File: src/rtl/pwm_duty_ctrl_if.sv
// Board-side bundle for the PWM duty controller.
// The master drives the button, direction switch and enable.
// The slave returns the duty/target status and the PWM pin.
interface pwm_duty_ctrl_if #(
  parameter int CW = 7
);
  logic          key;
  logic          dir;
  logic          en;
  logic [CW-1:0] duty;
  logic [CW-1:0] target;
  logic          busy;
  logic          period_end;
  logic          pwm;

  modport master (
    output key, dir, en,
    input  duty, target, busy, period_end, pwm
  );

  modport slave (
    input  key, dir, en,
    output duty, target, busy, period_end, pwm
  );
endinterface

File: src/rtl/pwm_duty_ctrl.sv
// PWM duty controller.
// A debounced push-button steps a target duty between DUTY_MIN and DUTY_MAX,
// wrapping at either end. The applied duty slews one count per PWM period
// toward the target, so the waveform only changes at period boundaries.
module pwm_duty_ctrl #(
  parameter int CW        = 7,
  parameter int PERIOD    = 100,
  parameter int DUTY_MIN  = 10,
  parameter int DUTY_MAX  = 90,
  parameter int STEP      = 10,
  parameter int DB_CYCLES = 4
) (
  input  logic           clk,
  input  logic           rst,
  pwm_duty_ctrl_if.slave bus
);

  localparam int DBW = (DB_CYCLES > 1) ? $clog2(DB_CYCLES) : 1;

  localparam logic [DBW-1:0] DB_LAST  = DBW'(DB_CYCLES - 1);
  localparam logic [CW-1:0]  CNT_LAST = CW'(PERIOD - 1);
  localparam logic [CW-1:0]  MIN_W    = CW'(DUTY_MIN);
  localparam logic [CW-1:0]  MAX_W    = CW'(DUTY_MAX);
  localparam logic [CW:0]    STEP_X   = (CW+1)'(STEP);
  localparam logic [CW:0]    MAX_X    = (CW+1)'(DUTY_MAX);
  localparam logic [CW:0]    DN_LIM_X = (CW+1)'(DUTY_MIN + STEP);

  localparam logic [1:0] IDLE    = 2'd0;
  localparam logic [1:0] RAMP_UP = 2'd1;
  localparam logic [1:0] RAMP_DN = 2'd2;

  logic           key_meta_q;
  logic           key_sync_q;
  logic           db_level_q, db_level_d;
  logic [DBW-1:0] db_cnt_q,   db_cnt_d;
  logic           key_evt_q,  key_evt_d;
  logic [CW-1:0]  target_q,   target_d;
  logic [CW-1:0]  cnt_q,      cnt_d;
  logic [CW-1:0]  duty_q,     duty_d;
  logic [1:0]     state_q,    state_d;
  logic           pwm_q,      pwm_d;
  logic           period_end;

  logic [CW:0]    tgt_up;

  // Two-flop synchroniser for the asynchronous button.
  always_ff @(posedge clk) begin
    // NOTE: clocked state uses non-blocking (<=) so every flop samples pre-edge values.
    if (rst) begin
      key_meta_q <= 1'b0;
      key_sync_q <= 1'b0;
    end else begin
      key_meta_q <= bus.key;
      key_sync_q <= key_meta_q;
    end
  end

  // Debounce: accept a new level after DB_CYCLES consecutive disagreeing cycles;
  // only an accepted rising level produces a key event.
  always_comb begin
    // NOTE: defaults first so no path leaves a signal unassigned (no latches).
    db_level_d = db_level_q;
    db_cnt_d   = '0;
    key_evt_d  = 1'b0;
    if (key_sync_q != db_level_q) begin
      if (db_cnt_q == DB_LAST) begin
        db_level_d = key_sync_q;
        key_evt_d  = key_sync_q;
      end else begin
        db_cnt_d = db_cnt_q + 1'b1;
      end
    end
  end

  // Target stepping with wrap-around; arithmetic at CW+1 bits so the
  // upward sum cannot overflow before it is compared against DUTY_MAX.
  assign tgt_up = {1'b0, target_q} + STEP_X;

  always_comb begin
    target_d = target_q;
    if (key_evt_q) begin
      if (!bus.dir) begin
        target_d = (tgt_up > MAX_X) ? MIN_W : tgt_up[CW-1:0];
      end else begin
        target_d = ({1'b0, target_q} < DN_LIM_X) ? MAX_W : CW'(target_q - CW'(STEP));
      end
    end
  end

  // Period counter; held at zero while disabled so re-enable starts a full period.
  always_comb begin
    cnt_d = '0;
    if (bus.en) begin
      cnt_d = (cnt_q == CNT_LAST) ? '0 : cnt_q + 1'b1;
    end
  end

  assign period_end = bus.en & (cnt_q == CNT_LAST);

  // Ramp FSM: at each boundary move duty one count toward target.
  // A key event in the same cycle only updates target, so this step
  // compares against the old target.
  always_comb begin
    duty_d  = duty_q;
    state_d = state_q;
    if (period_end) begin
      if (duty_q < target_q) begin
        duty_d  = duty_q + 1'b1;
        state_d = RAMP_UP;
      end else if (duty_q > target_q) begin
        duty_d  = duty_q - 1'b1;
        state_d = RAMP_DN;
      end else begin
        state_d = IDLE;
      end
    end
  end

  // PWM compare; registered so the pin is glitch-free, one cycle behind cnt.
  assign pwm_d = bus.en & (cnt_q < duty_q);

  // Controller state registers; reset overrides every update in the same cycle.
  always_ff @(posedge clk) begin
    if (rst) begin
      db_level_q <= 1'b0;
      db_cnt_q   <= '0;
      key_evt_q  <= 1'b0;
      target_q   <= MIN_W;
      cnt_q      <= '0;
      duty_q     <= MIN_W;
      state_q    <= IDLE;
      pwm_q      <= 1'b0;
    end else begin
      db_level_q <= db_level_d;
      db_cnt_q   <= db_cnt_d;
      key_evt_q  <= key_evt_d;
      target_q   <= target_d;
      cnt_q      <= cnt_d;
      duty_q     <= duty_d;
      state_q    <= state_d;
      pwm_q      <= pwm_d;
    end
  end

  assign bus.duty       = duty_q;
  assign bus.target     = target_q;
  assign bus.busy       = (duty_q != target_q);
  assign bus.period_end = period_end;
  assign bus.pwm        = pwm_q;

endmodule

File: src/flat_wrapper.sv
// flat-port wrapper written by rule: the top's interface ports become plain ports
module pwm_duty_ctrl_flat 
#(
  parameter int CW        = 7,
  parameter int PERIOD    = 100,
  parameter int DUTY_MIN  = 10,
  parameter int DUTY_MAX  = 90,
  parameter int STEP      = 10,
  parameter int DB_CYCLES = 4
)
  (clk, rst, bus_key, bus_dir, bus_en, bus_duty, bus_target, bus_busy, bus_period_end, bus_pwm);
  pwm_duty_ctrl_if #(.CW(CW)) bus_i ();
  input  logic clk;
  input  logic rst;
  input wire logic [$bits(bus_i.key)-1:0] bus_key;
  input wire logic [$bits(bus_i.dir)-1:0] bus_dir;
  input wire logic [$bits(bus_i.en)-1:0] bus_en;
  output wire logic [$bits(bus_i.duty)-1:0] bus_duty;
  output wire logic [$bits(bus_i.target)-1:0] bus_target;
  output wire logic [$bits(bus_i.busy)-1:0] bus_busy;
  output wire logic [$bits(bus_i.period_end)-1:0] bus_period_end;
  output wire logic [$bits(bus_i.pwm)-1:0] bus_pwm;
  assign bus_i.key = bus_key;
  assign bus_i.dir = bus_dir;
  assign bus_i.en = bus_en;
  assign bus_duty = bus_i.duty;
  assign bus_target = bus_i.target;
  assign bus_busy = bus_i.busy;
  assign bus_period_end = bus_i.period_end;
  assign bus_pwm = bus_i.pwm;
  pwm_duty_ctrl #(.CW(CW), .PERIOD(PERIOD), .DUTY_MIN(DUTY_MIN), .DUTY_MAX(DUTY_MAX), .STEP(STEP), .DB_CYCLES(DB_CYCLES)) u_core (.clk(clk), .rst(rst), .bus(bus_i));
endmodule
File: config.mk
export PLATFORM = sky130hd
export DESIGN_NAME = pwm_duty_ctrl_flat
export DESIGN_NICKNAME = d
export VERILOG_FILES = /design/src/rtl/pwm_duty_ctrl_if.sv /design/src/rtl/pwm_duty_ctrl.sv /design/src/flat_wrapper.sv
export SDC_FILE = /design/constraint.sdc
export NUM_CORES = 1
export LEC_CHECK = 0
export CAP_MARGIN = 20
export CORE_MARGIN = 3
export CORE_UTILIZATION = 30
export DETAILED_ROUTE_END_ITERATION = 7
export MAX_ROUTING_LAYER = met4
export PLACE_DENSITY_LB_ADDON = 0.2
export SETUP_SLACK_MARGIN = 0.05
export SLEW_MARGIN = 10
export SYNTH_ARGS = -nofsm -noshare
export SYNTH_HDL_FRONTEND = slang
export SYNTH_SLANG_ARGS = --single-unit
File: constraint.sdc
create_clock -name clk -period 4.45 [get_ports clk]
set_clock_uncertainty 0.2 [all_clocks]
set_input_delay 0.89 -clock clk [delete_from_list [all_inputs] [get_ports clk]]
set_output_delay 0.89 -clock clk [all_outputs]
set_load 0.005 [all_outputs]
==> impl_results.md <==
- Post-placement worst setup slack: 0.684 ns
- Max-Cap Viols: 0
- Leading register cell type out of synthesis: sky130_fd_sc_hd__dfxtp_1
- RSZ-0062 raised after global routing: no
- Utilization of the core after routing: 36.3%
- Synth warn: 0
- Met2 wirelength from detailed routing: 1970 um
- Net count reported at finish: 274
- Final critical-path share of the clock period: 84.8%
- Fmax achieved: between 200 and 300 MHz
- Filler cell count: 653
- Root cell of the clock tree: sky130_fd_sc_hd__clkbuf_8
- Hold violation count in the final report: 0
- Headroom to the max-slew limit: 41.2%
- Top routing layer in use: met4
- Die extent in x: 85.5 um
- Final setup violation count: 0
- Classification of the worst-slack hold path: reg -> reg
- Number of enable flip-flop cells after synthesis: 0
- Post-synth ARST share: 0%
- Pwr Density: 194 mW/mm2
- Max-slew violation count: 0
- Total area of sequential cells: 541 um2
- Area overhead of the layout relative to synthesis: 15.2%
- Synth Area per Inst: 8.17 um2
- Post-CTS clock slew at the launch and capture registers of the worst setup and hold paths: 0.11 ns
- Detail Route Antenna Nets: 0
- Iter 0 DRT Violations: 135
- Antenna violations before repair: 0
- Wire length of the first global-routing pass: 7300 um
- Maximum number of pins on one net before global-route repair: 25
- Top cells by area in the synthesized netlist: sky130_fd_sc_hd__dfxtp_1 29%, sky130_fd_sc_hd__ha_1 14%, sky130_fd_sc_hd__nor2_1 5.3%, sky130_fd_sc_hd__a21oi_1 4.0%, sky130_fd_sc_hd__inv_1 3.8%
- Fraction of layout instances using a drive strength above 1: 7.32%
- Register area share after synthesis: 28.5%
- PnR worst setup slack: 0.674 ns
- Routed length per placed instance: 13.1 um
- TritonCTS clock tree: done
- Power consumption: 0.424 mW
- Diode count: 0
- Initial core utilization: 31.5%
- # DRC: 0
- Total Die Area: 0.00731 mm2
- Maximum fanout along the worst path: 12
- Data required time at the worst endpoint: 4.43 ns
- Critical path startpoint category: flop
- Number of different library cells in the post-synthesis netlist: 52
- Static leakage power: ~0.90 nW
- CP Class: reg -> reg
- Post-layout min period: 3.78 ns
- Vias in the first global route: about 1600
- Post-Syn Nets: 259
- Met3 wirelength from detailed routing: about 100 um
- Number of vias per cell: 4.89
- Number of hold-repair buffers added at the cts stage: 0
- Commonest cells post-synth: 27 x sky130_fd_sc_hd__dfxtp_1, 27 x sky130_fd_sc_hd__nor2_1, 21 x sky130_fd_sc_hd__ha_1
- Overall overflow remaining after global route: 0
- All-layer global routing usage: 12.6%
- Placement Rows: 28
- Number of iterations in the first detailed-routing pass: 4
- Number of sinks driven by the clock tree: 27
- Number of buffer cells added on primary ports: 20
- Delay of the slowest cell on the worst path: 0.58 ns
- Summed instance area of the synthesized netlist: 0.00190 mm2
- Total Wirelength: between 4000 and 5000 um
- Status: completed
- Wire length the detailed router placed on met1: 2080 um
- IR Drop Worst-Case VDD: 0.114 mV
- Setup bufs post-CTS: 0
- Total negative setup slack: 0 ns
- Transition time at the pin with the least slew margin: 0.879 ns
- Cell count after synthesis: roughly 230
- Library cell occupying the most area in the post-synthesis netlist: sky130_fd_sc_hd__dfxtp_1
- Count of H-tree levels built during CTS: 1
- Multi-input combinational cell area: 0.00120 mm2
- Clock network latency to the later pin of the worst-skew pair: roughly 0.29 ns
- Hold WS: approximately 0.23 ns
- Via count: 1571
- Number of register bits inferred by synthesis: 27
- Post-cts resize count: 0
- Height of the chip: 85.5 um
- Number of buffers inserted during clock tree synthesis: 3
- Critical path, cell by cell: inv_4 > ha_1 > a21o_1 > a21o_1 > a211o_1 > ha_1 > nor2b_1 > o31a_1 > o21a_1 > or3_1 > a21oi_1 > mux2_1
- Slowest cell on the critical path: sky130_fd_sc_hd__dfxtp_1
- Data arrival time of the critical path: 3.76 ns
- Final estimated routing congestion in global placement: approximately 0.86
- CP Capture Type: flop
- Detailed placement HPWL: 3110 um
- I/O Pins: 22
- Floorplan core area: 0.00603 mm2
- Fraction of post-synthesis cell area in the top cell type by area: 28.5%
- Max Root-Sink Buffers: 2
[cell usage in the layout (no fill, tap or decap), types with 4 or more instances in the layout]
master	count
sky130_fd_sc_hd__xnor2_1	7
sky130_fd_sc_hd__nand3_1	6
sky130_fd_sc_hd__dfxtp_1	27
sky130_fd_sc_hd__a21oi_1	15
sky130_fd_sc_hd__a211o_1	4
sky130_fd_sc_hd__nand2_1	15
sky130_fd_sc_hd__nor3_1	5
sky130_fd_sc_hd__ha_1	21
sky130_fd_sc_hd__nor2_1	27
sky130_fd_sc_hd__o21ai_0	7
sky130_fd_sc_hd__or3_1	4
sky130_fd_sc_hd__a21o_1	9
sky130_fd_sc_hd__inv_1	19
sky130_fd_sc_hd__clkdlybuf4s50_1	20
sky130_fd_sc_hd__nor2b_1	4
[state kept, by name, indices dropped and copies added (netlist names)]
| register | cells |
|---|---|
| u_core.cnt_q | 7 |
| u_core.db_cnt_q | 2 |
| u_core.bus.duty | 7 |
| u_core.bus.target | 6 |
| u_core.db_level_q | 1 |
| u_core.key_evt_q | 1 |
| u_core.key_sync_q | 1 |
| u_core.bus.pwm | 1 |
| u_core.key_meta_q | 1 |
[metrics by stage]
| stage | std cells | cell area, um2 |
|---|---|---|
| finish | 321 | 2180 |
| detailed placement | 317 | 2130 |
| global placement | 317 | 2130 |
| CTS | 321 | 2180 |
| floorplan | 232 | 1900 |
| global route | 321 | 2180 |
[layout make-up]
type	instances	area share, %
multi-input cells	172	55.1
flip-flops and latches	27	24.7
repair buffers	22	9.85
well taps	75	4.30
inverters	21	3.72
clock buffers	3	1.89
clock inverters	1	0.401
[final timing paths]
| kind | from | end | slack (ns) | cells after the start |
|---|---|---|---|---|
| setup / recovery | u_core.bus.target[4] | u_core.bus.duty[6] | 0.67 | 12 |
| hold / removal | u_core.db_cnt_q[0] | u_core.db_cnt_q[0] | 0.23 | 1 |
| setup reg to reg | u_core.bus.target[4] | u_core.bus.duty[6] | 0.67 | 12 |
| hold reg to reg | u_core.db_cnt_q[0] | u_core.db_cnt_q[0] | 0.23 | 1 |
[where the power goes]
group	internal, mW	total, mW	leakage [nW]	switching [mW]
clock network	0.0662	0.160	0.0261	0.0939
logic	0.00821	0.0180	0.651	0.00984
registers	0.244	0.246	0.219	0.00165
[critical path: cells and delay by family, from the launching register on]
family                   cells  cell delay [ns]
AND/OR/NAND/NOR              2             0.47
adder cells (fa/ha/maj)      2             0.66
buffers and inverters        1             0.12
flip-flops                   1             0.58
multiplexers                 1             0.33
AO/OA/AOI/OAI                6             1.32
[logic make-up (layout without fill, tap and decap cells)]
group	count (synthesis)	after routing	synth area share, %
AND/OR/NAND/NOR	80	80	22.1
AO/OA/AOI/OAI	56	56	19.9
buffers and inverters	33	47	7.99
flip-flops	27	27	28.5
adder cells (fa/ha/maj)	22	22	14.9
XOR/XNOR	10	10	4.62
multiplexers	3	3	1.72
other	1	1	0.198
[metal layers]
layer,global-route usage [%],vias up
met5,-,-
met4,3.02,0
met3,2.31,4
met2,20.3,17
met1,16.3,712
li1,-,838
Note: power is estimated with default switching activity, not from simulation.
